--- src/rtl/hub75_pkg.sv ---
// Shared state encoding for the HUB75 row scheduler, also consumed by debug/status logic.
package hub75_pkg;

  localparam int unsigned STATE_W = 3;

  localparam logic [STATE_W-1:0] ST_IDLE         = 3'd0;
  localparam logic [STATE_W-1:0] ST_PREFILL      = 3'd1;
  localparam logic [STATE_W-1:0] ST_WAIT_PREFILL = 3'd2;
  localparam logic [STATE_W-1:0] ST_ISSUE        = 3'd3;
  localparam logic [STATE_W-1:0] ST_WAIT         = 3'd4;
  localparam logic [STATE_W-1:0] ST_SWAP         = 3'd5;

  typedef enum logic [STATE_W-1:0] {
    S_IDLE         = ST_IDLE,
    S_PREFILL      = ST_PREFILL,
    S_WAIT_PREFILL = ST_WAIT_PREFILL,
    S_ISSUE        = ST_ISSUE,
    S_WAIT         = ST_WAIT,
    S_SWAP         = ST_SWAP
  } sched_state_e;

endpackage

--- src/rtl/hub75_row_sched.sv ---
// HUB75 row scheduler: ping-pong line-buffer prefetch overlapped with BCM display of the current row.
// Optional frame-swap handshake at row wrap is enabled by defining HUB75_ROW_SCHED_FSWAP_EN.
module hub75_row_sched
  import hub75_pkg::*;
#(
  parameter int unsigned N_ROWS     = 32,
  parameter int unsigned LOG_N_ROWS = $clog2(N_ROWS)
) (
  input  logic                  clk,
  input  logic                  rst,
  input  logic                  ctrl_run,
  output logic                  ctrl_active,
  output logic [LOG_N_ROWS-1:0] fill_row,
  output logic                  fill_buf,
  output logic                  fill_go,
  input  logic                  fill_rdy,
  output logic [LOG_N_ROWS-1:0] bcm_row,
  output logic                  bcm_row_first,
  output logic                  bcm_buf,
  output logic                  bcm_go,
  input  logic                  bcm_rdy,
  output logic                  frame_start,
  output logic                  frm_swap,
  input  logic                  frm_rdy
);

`ifdef HUB75_ROW_SCHED_FSWAP_EN
  localparam bit SWAP_EN = 1'b1;
`else
  localparam bit SWAP_EN = 1'b0;
  logic unused_frm_rdy;
  assign unused_frm_rdy = frm_rdy;
`endif

  localparam logic [LOG_N_ROWS-1:0] LAST_ROW = LOG_N_ROWS'(N_ROWS - 1);

  sched_state_e          state;
  logic [LOG_N_ROWS-1:0] r;
  logic                  b;

  logic [LOG_N_ROWS-1:0] r_inc;
  logic                  at_last;
  logic                  both_rdy;
  logic                  issue;
  logic [LOG_N_ROWS-1:0] issue_row;
  logic                  issue_buf;

  assign r_inc    = LOG_N_ROWS'(r + LOG_N_ROWS'(1));
  assign at_last  = (r == LAST_ROW);
  assign both_rdy = bcm_rdy && fill_rdy;

  // Decide whether this cycle launches a display+prefetch pair, and for which row/buffer.
  always_comb begin
    issue     = 1'b0;
    issue_row = r;
    issue_buf = b;
    case (state)
      S_WAIT_PREFILL: issue = both_rdy;
      S_WAIT: begin
        issue_row = r_inc;
        issue_buf = ~b;
        issue     = both_rdy && !(at_last && (!ctrl_run || SWAP_EN));
      end
      default: ;
    endcase
  end

  always_ff @(posedge clk or posedge rst) begin
    if (rst) begin
      state         <= S_IDLE;
      r             <= '0;
      b             <= 1'b0;
      ctrl_active   <= 1'b0;
      fill_row      <= '0;
      fill_buf      <= 1'b0;
      fill_go       <= 1'b0;
      bcm_row       <= '0;
      bcm_row_first <= 1'b1;
      bcm_buf       <= 1'b0;
      bcm_go        <= 1'b0;
      frame_start   <= 1'b0;
      frm_swap      <= 1'b0;
    end else begin
      fill_go     <= 1'b0;
      bcm_go      <= 1'b0;
      frame_start <= 1'b0;
      frm_swap    <= 1'b0;

      // Display row r from buffer b while the other buffer fetches row r+1.
      if (issue) begin
        bcm_go        <= 1'b1;
        bcm_row       <= issue_row;
        bcm_buf       <= issue_buf;
        bcm_row_first <= (issue_row == '0);
        frame_start   <= (issue_row == '0);
        fill_go       <= 1'b1;
        fill_row      <= LOG_N_ROWS'(issue_row + LOG_N_ROWS'(1));
        fill_buf      <= ~issue_buf;
      end

      case (state)
        S_IDLE: begin
          if (ctrl_run && fill_rdy) begin
            state       <= S_PREFILL;
            ctrl_active <= 1'b1;
            r           <= '0;
            b           <= 1'b0;
            fill_go     <= 1'b1;
            fill_row    <= '0;
            fill_buf    <= 1'b0;
          end
        end
        S_PREFILL: state <= S_WAIT_PREFILL;
        S_WAIT_PREFILL: begin
          if (both_rdy) state <= S_ISSUE;
        end
        S_ISSUE: state <= S_WAIT;
        S_WAIT: begin
          if (both_rdy) begin
            r <= r_inc;
            b <= ~b;
            if (at_last && !ctrl_run) begin
              state       <= S_IDLE;
              ctrl_active <= 1'b0;
            end else if (at_last && SWAP_EN) begin
              state <= S_SWAP;
            end else begin
              state <= S_ISSUE;
            end
          end
        end
`ifdef HUB75_ROW_SCHED_FSWAP_EN
        // Hold the scan at the frame boundary until the producer has a new frame.
        S_SWAP: begin
          if (frm_rdy && fill_rdy) begin
            state    <= S_PREFILL;
            frm_swap <= 1'b1;
            r        <= '0;
            b        <= 1'b0;
            fill_go  <= 1'b1;
            fill_row <= '0;
            fill_buf <= 1'b0;
          end
        end
`endif
        default: begin
          state       <= S_IDLE;
          ctrl_active <= 1'b0;
        end
      endcase
    end
  end

endmodule
--- config.mk ---
export PLATFORM = sky130hd
export DESIGN_NAME = hub75_row_sched
export DESIGN_NICKNAME = d
export VERILOG_FILES = /design/src/rtl/hub75_pkg.sv /design/src/rtl/hub75_row_sched.sv
export SDC_FILE = /design/constraint.sdc
export NUM_CORES = 1
export LEC_CHECK = 0
export CAP_MARGIN = 0
export CORE_ASPECT_RATIO = 0.7
export CORE_MARGIN = 1.5
export CORE_UTILIZATION = 45
export CTS_BUF_LIST = sky130_fd_sc_hd__clkbuf_8 sky130_fd_sc_hd__clkbuf_16
export CTS_CLUSTER_DIAMETER = 40
export CTS_CLUSTER_SIZE = 28
export DETAILED_ROUTE_END_ITERATION = 8
export DONT_BUFFER_PORTS = 1
export PLACE_DENSITY = 0.59
export SYNTH_ARGS = -nofsm -noshare
export SYNTH_HDL_FRONTEND = slang
export SYNTH_SLANG_ARGS = --single-unit
export TNS_END_PERCENT = 5
--- constraint.sdc ---
create_clock -name clk -period 4.3 [get_ports clk]
set_input_delay 1.29 -clock clk [delete_from_list [all_inputs] [get_ports clk]]
set_output_delay 1.29 -clock clk [all_outputs]
set_load 0.01 [all_outputs]
---- Word-level counts from Yosys, hierarchy flattened ----
Index checks and enable logic that the tools add are counted.
word-level totals
  word-level logic and storage cells ...... 67
  register bits ........................... 26
operators by class
  multiplexer cells ....................... 28
  reduce and logical (&&, ||, !) cells .... 13
  bitwise gates (word level) .............. 3
  equality and inequality tests ........... 9
  add/sub/neg operators ................... 2
operator list
  cell                                            count
  two-way mux 5 bit                               6
  one-hot mux 3 bit (5 select lines)              1
  two-way mux 1 bit                               13
  adder 5 x 1 -> 5 bit (second input constant)    2
  one-hot mux 5 bit (2 select lines)              1
  two-way mux 3 bit                               3
  != test 2 bit (second input constant)           4
  == test 3 x 2 -> 1 bit (second input constant)  2
  AND reduction 3 bit                             2
  == test 5 bit (second input constant)           1
  logical NOT 5 bit                               1
  logical AND 1 bit                               4
  one-hot mux 1 bit (2 select lines)              2
  AND reduction 4 bit                             1
  == test 3 x 1 -> 1 bit (second input constant)  1
  == test 3 bit (second input constant)           1
  logical NOT 3 bit                               1
  inverter 1 bit                                  3
  one-hot mux 1 bit (3 select lines)              1
  OR reduction 3 bit                              1
  logical NOT 1 bit                               2
  two-way mux 2 bit                               1
  nonzero test 2 bit                              1

---- Longest topological paths before layout ----
  depth after elaboration ................. 8
  mapped depth ............................ 10

---- Worst setup path before layout ----
No wires, ideal clock.
  path type ............................... in2reg
  start ................................... input ctrl_run
  end ..................................... register fill_row[0]
  stages on the path ...................... 6
  buffers on the path ..................... 1
  data required time ...................... 4179 ps
  setup slack ............................. 1882 ps
  arrival time ............................ 2297 ps
  cell sequence ........................... nand2b_1 > nor2_1 > o22a_2 > or3_1 > clkbuf_1 > a22o_1
on the way
  cells in the longest elaborated chain, start to end .. 8
RTL lines
  what                                RTL line                RTL
  from (decl)                         hub75_row_sched.sv:11   input logic ctrl_run,
  logical NOT 1 bit                   hub75_row_sched.sv:62   issue = both_rdy && !(at_last && (!ctrl_run || SWAP_EN));
  logical AND 1 bit                   hub75_row_sched.sv:62
  logical NOT 1 bit                   hub75_row_sched.sv:62
  logical AND 1 bit                   hub75_row_sched.sv:62
  one-hot mux 1 bit (2 select lines)  hub75_row_sched.sv:57   case (state)
  two-way mux 5 bit                   hub75_row_sched.sv:90   if (issue) begin
  two-way mux 5 bit                   hub75_row_sched.sv:103  if (ctrl_run && fill_rdy) begin
  two-way mux 5 bit (*)               hub75_row_sched.sv:101  case (state)
  to (signal assigned)                hub75_row_sched.sv:97   fill_row <= LOG_N_ROWS'(issue_row + LOG_N_ROWS'(1));
  to (decl)                           hub75_row_sched.sv:13   output logic [LOG_N_ROWS-1:0] fill_row,
Every way passes the cells marked *; elsewhere a longest branch is shown, timed or not.
A chain may end at the register's enable or synchronous reset.

---- Final worst setup path ----
  start ................................... register r[0]
  end ..................................... register bcm_row_first
on the way
  cells in the longest elaborated chain, start to end .. 5
RTL lines
  what                                                          RTL line                RTL
  from (decl)                                                   hub75_row_sched.sv:38   logic [LOG_N_ROWS-1:0] r;
  from (signal assigned)                                        hub75_row_sched.sv:120  r <= r_inc;
  branches (longest 5 deep; another with adder 5 x 1 -> 5 bit)  -
  to (signal assigned)                                          hub75_row_sched.sv:94   bcm_row_first <= (issue_row == '0);
  to (decl)                                                     hub75_row_sched.sv:18   output logic bcm_row_first,
Parallel ways; which one is timed is not known.

==> results.toml <==
[clock_network]
cts_setup_buffers = 0
cts_tree = "built"
path_clk_slew_ns = 0.09
cts_root_buf = "clkbuf_8"
holdBufCountCts = 0
clock-sinks = 26
clock_latency_ns = 0.27
cts_resized = 0
cts.path.max_buffers = 2
htree_levels = 1
cts_inserted_buffers = 3

[setup_path]
max_stage_delay_ns = 0.45
cpMostUsedCell = "ha_1"
r2r-end = "bcm_row_first"
worst-path-buf-inv = 1
path_class = "reg2reg"
required_ns = 4.48
critPathCaptureType = "register"
r2r-start = "r[0]"
cp_cell_sequence = "ha_1 -> and3_1 -> ha_1 -> nand2b_1 -> nand3b_1 -> a211o_2 -> inv_1 -> nand3_1 -> o31ai_1"
cp-start-kind = "register"
rrSetupSlack_ns = 1.78
cp_max_fo = 13
cpMaxStageDelayCell = "a211o_2"
ff2ff_path_depth = 9
worstPathArrival_ns = 2.70
cp_top_family = "compound AO/OA/AOI/OAI gates"

[floorplanning]
core_mm2 = 0.002783
io_pins = 24
rows = 16
die_w_um = 67.61
dieArea_mm2 = 0.003261
initial_core_util_pct = 47.26
die_height_um = 48.23

[finish]
postLayoutCoreUtil_pct = 49.01
nFillCells = 265
drive_above_1_share_pct = 12.50
num-nets-final = 141
final_cell_mix = "25 x dfrtp_1, 19 x nand2_1, 11 x inv_1"
diodes = 0
layout_commonest_cell = "dfrtp_1"
area_growth_pct = 3.711

[grt]
grt_antenna_before_repair = 0
grt_pass1_wl_um = 3801
grt_pass1_vias = 818
overflow = 0
grt_usage_pct = 16.44
grt_max_degree = 27

[run_status]
status = "finished clean"

[yosys]
ys_ff_latch = 26
yosys.cell_types.count = 41
yosysSeqAreaShare_pct = 49.57
synth_top_area_share_pct = 47.57
synth_fp_nets = 141
netlist_area_mm2 = 0.001315
synth-edff-count = 0
yosysWarnings = 0
syn_area_per_cell_um2 = 10.19
async_flop_share_pct = 100.0
ys_top_cells_by_area = "dfrtp_1 48%, ha_1 5.7%, nand2_1 5.4%, o21ai_0 3.8%, inv_1 2.9%"
synth_top_area_cell = "dfrtp_1"
synth_top_flop_cell = "dfrtp_1"
syn_inst = 129

[detailed_routing]
wl_per_cell_um = 14.68
vias = 877
routed_wl_um = 2408
drtIter0Drc = 67
firstDrtPassIters = 4
ant_nets = 0
via_per_inst = 5.348
drc_errors = 0

[run]
maxCapViolations = 0

[hold_path]
hold_path_class = "reg2reg"
hold_depth = 2
min_from = "bcm_row_first"
whs_endpoint = "bcm_row_first"

[placement]
pre_cts_slack_ns = 1.540
gp_congestion = 0.7687
portBuffers = 0
dp_hpwl_um = 1792

[pwr]
p_int_mw = 0.4795
p_switching_mw = 0.2923
power_frac_seq_pct = 53.6
leakage_nw = 0.6677
switching_share_pct = 37.87
combPwrFrac_pct = 28.4
ir_drop_v = 0.0002306
clkPwrFrac_pct = 18.0
power_density_mw_per_mm2 = 565.9

[timing]
tightest_slew_ns = 0.9462
setup_viol_count_final = 0
slew_violations = 0
setup_slack_ns = 1.783
slew_headroom_pct = 36.85
fmax_ghz = 0.3974
fin_crit_sh_pct = 58.52
tns_ns = 0
final_hold_viol_count = 0
rsz0062_at_grt = "false"
skew_ns = 0.001862
min_period_ns = 2.517
state kept, by name, summed over array words and instances (netlist names):
signal / flops
b: 1
bcm_buf: 1
bcm_go: 1
bcm_row: 5
bcm_row_first: 1
ctrl_active: 1
fill_buf: 1
fill_go: 1
fill_row: 5
frame_start: 1
r: 5
state: 3
layout make-up:
class	instances	area (um^2)	area share, %
clock buffers	3	41.29	3.028
clock inverters	1	3.754	0.2752
inverters	11	43.79	3.211
multi-input cells	87	578.1	42.39
flip-flops and latches	26	651.9	47.80
well taps	36	45.04	3.303
cells in the mapped netlist (2+ instances only):
cell / count
dfrtp_1: 25
nand2_1: 19
inv_1: 10
o21ai_0: 10
nor2_1: 8
ha_1: 6
a22o_1: 4
nand3_1: 4
a21oi_1: 3
mux2_2: 3
o31ai_1: 3
xnor2_1: 3
and3_1: 2
nor3_1: 2
worst max path at each step:
stage	startpoint	end	slack, ns	depth (start not counted)
after detailed placement	ctrl_run	bcm_row_first	1.54	6
after floorplan	ctrl_run	fill_row[0]	1.88	6
after CTS	r[0]	bcm_row_first	1.79	9
final	r[0]	bcm_row_first	1.78	9
after global placement	ctrl_run	bcm_row_first	1.59	6
after global routing	r[0]	bcm_row_first	1.56	9
cells by family after synthesis:
kind of cell,Yosys count,share of synthesized area [%]
other,1,0.2852
AOI/OAI and AO/OA,27,13.61
DFF,26,49.57
xor gates and xnor gates,5,3.902
adders and majority gates,6,5.709
buffers and inverters,16,6.470
and+or+nand+nor,44,16.84
muxes,4,3.615
metal layers:
layer / global-route usage, % / up-vias / wire length (um)
li1: - / 437 / -
met5: 0 / - / 0
met1: 23.02 / 417 / 1218
met4: 4.490 / 0 / 0
met3: 6.697 / 0 / 131
met2: 23.53 / 23 / 1058
tightest hold or removal path: stages (launching register included):
cell     delay (ns)
dfstp_2        0.40
nand2_1        0.06
o31ai_1        0.06
power by group through the flow:
stage | clock network [mW] | registers (mW) | logic, mW
floorplan | 0 | 0.395 | 0.197
global placement | 0 | 0.414 | 0.215
CTS | 0.144 | 0.415 | 0.224
finish | 0.139 | 0.413 | 0.219
global route | 0.156 | 0.426 | 0.258
detailed placement | 0 | 0.418 | 0.224
per-stage QoR:
stage,power [mW],hold slack [ns],cell area (um^2),instances
6_report,0.7718,0.5188,1364,164
3_3_place_gp,0.6294,0.4868,1319,160
2_1_floorplan,0.5919,0.4760,1315,129
3_5_place_dp,0.6419,0.5057,1319,160
5_1_grt,0.8398,0.5514,1364,164
4_1_cts,0.7825,0.5186,1364,164
(Power assumes the default switching activity.)
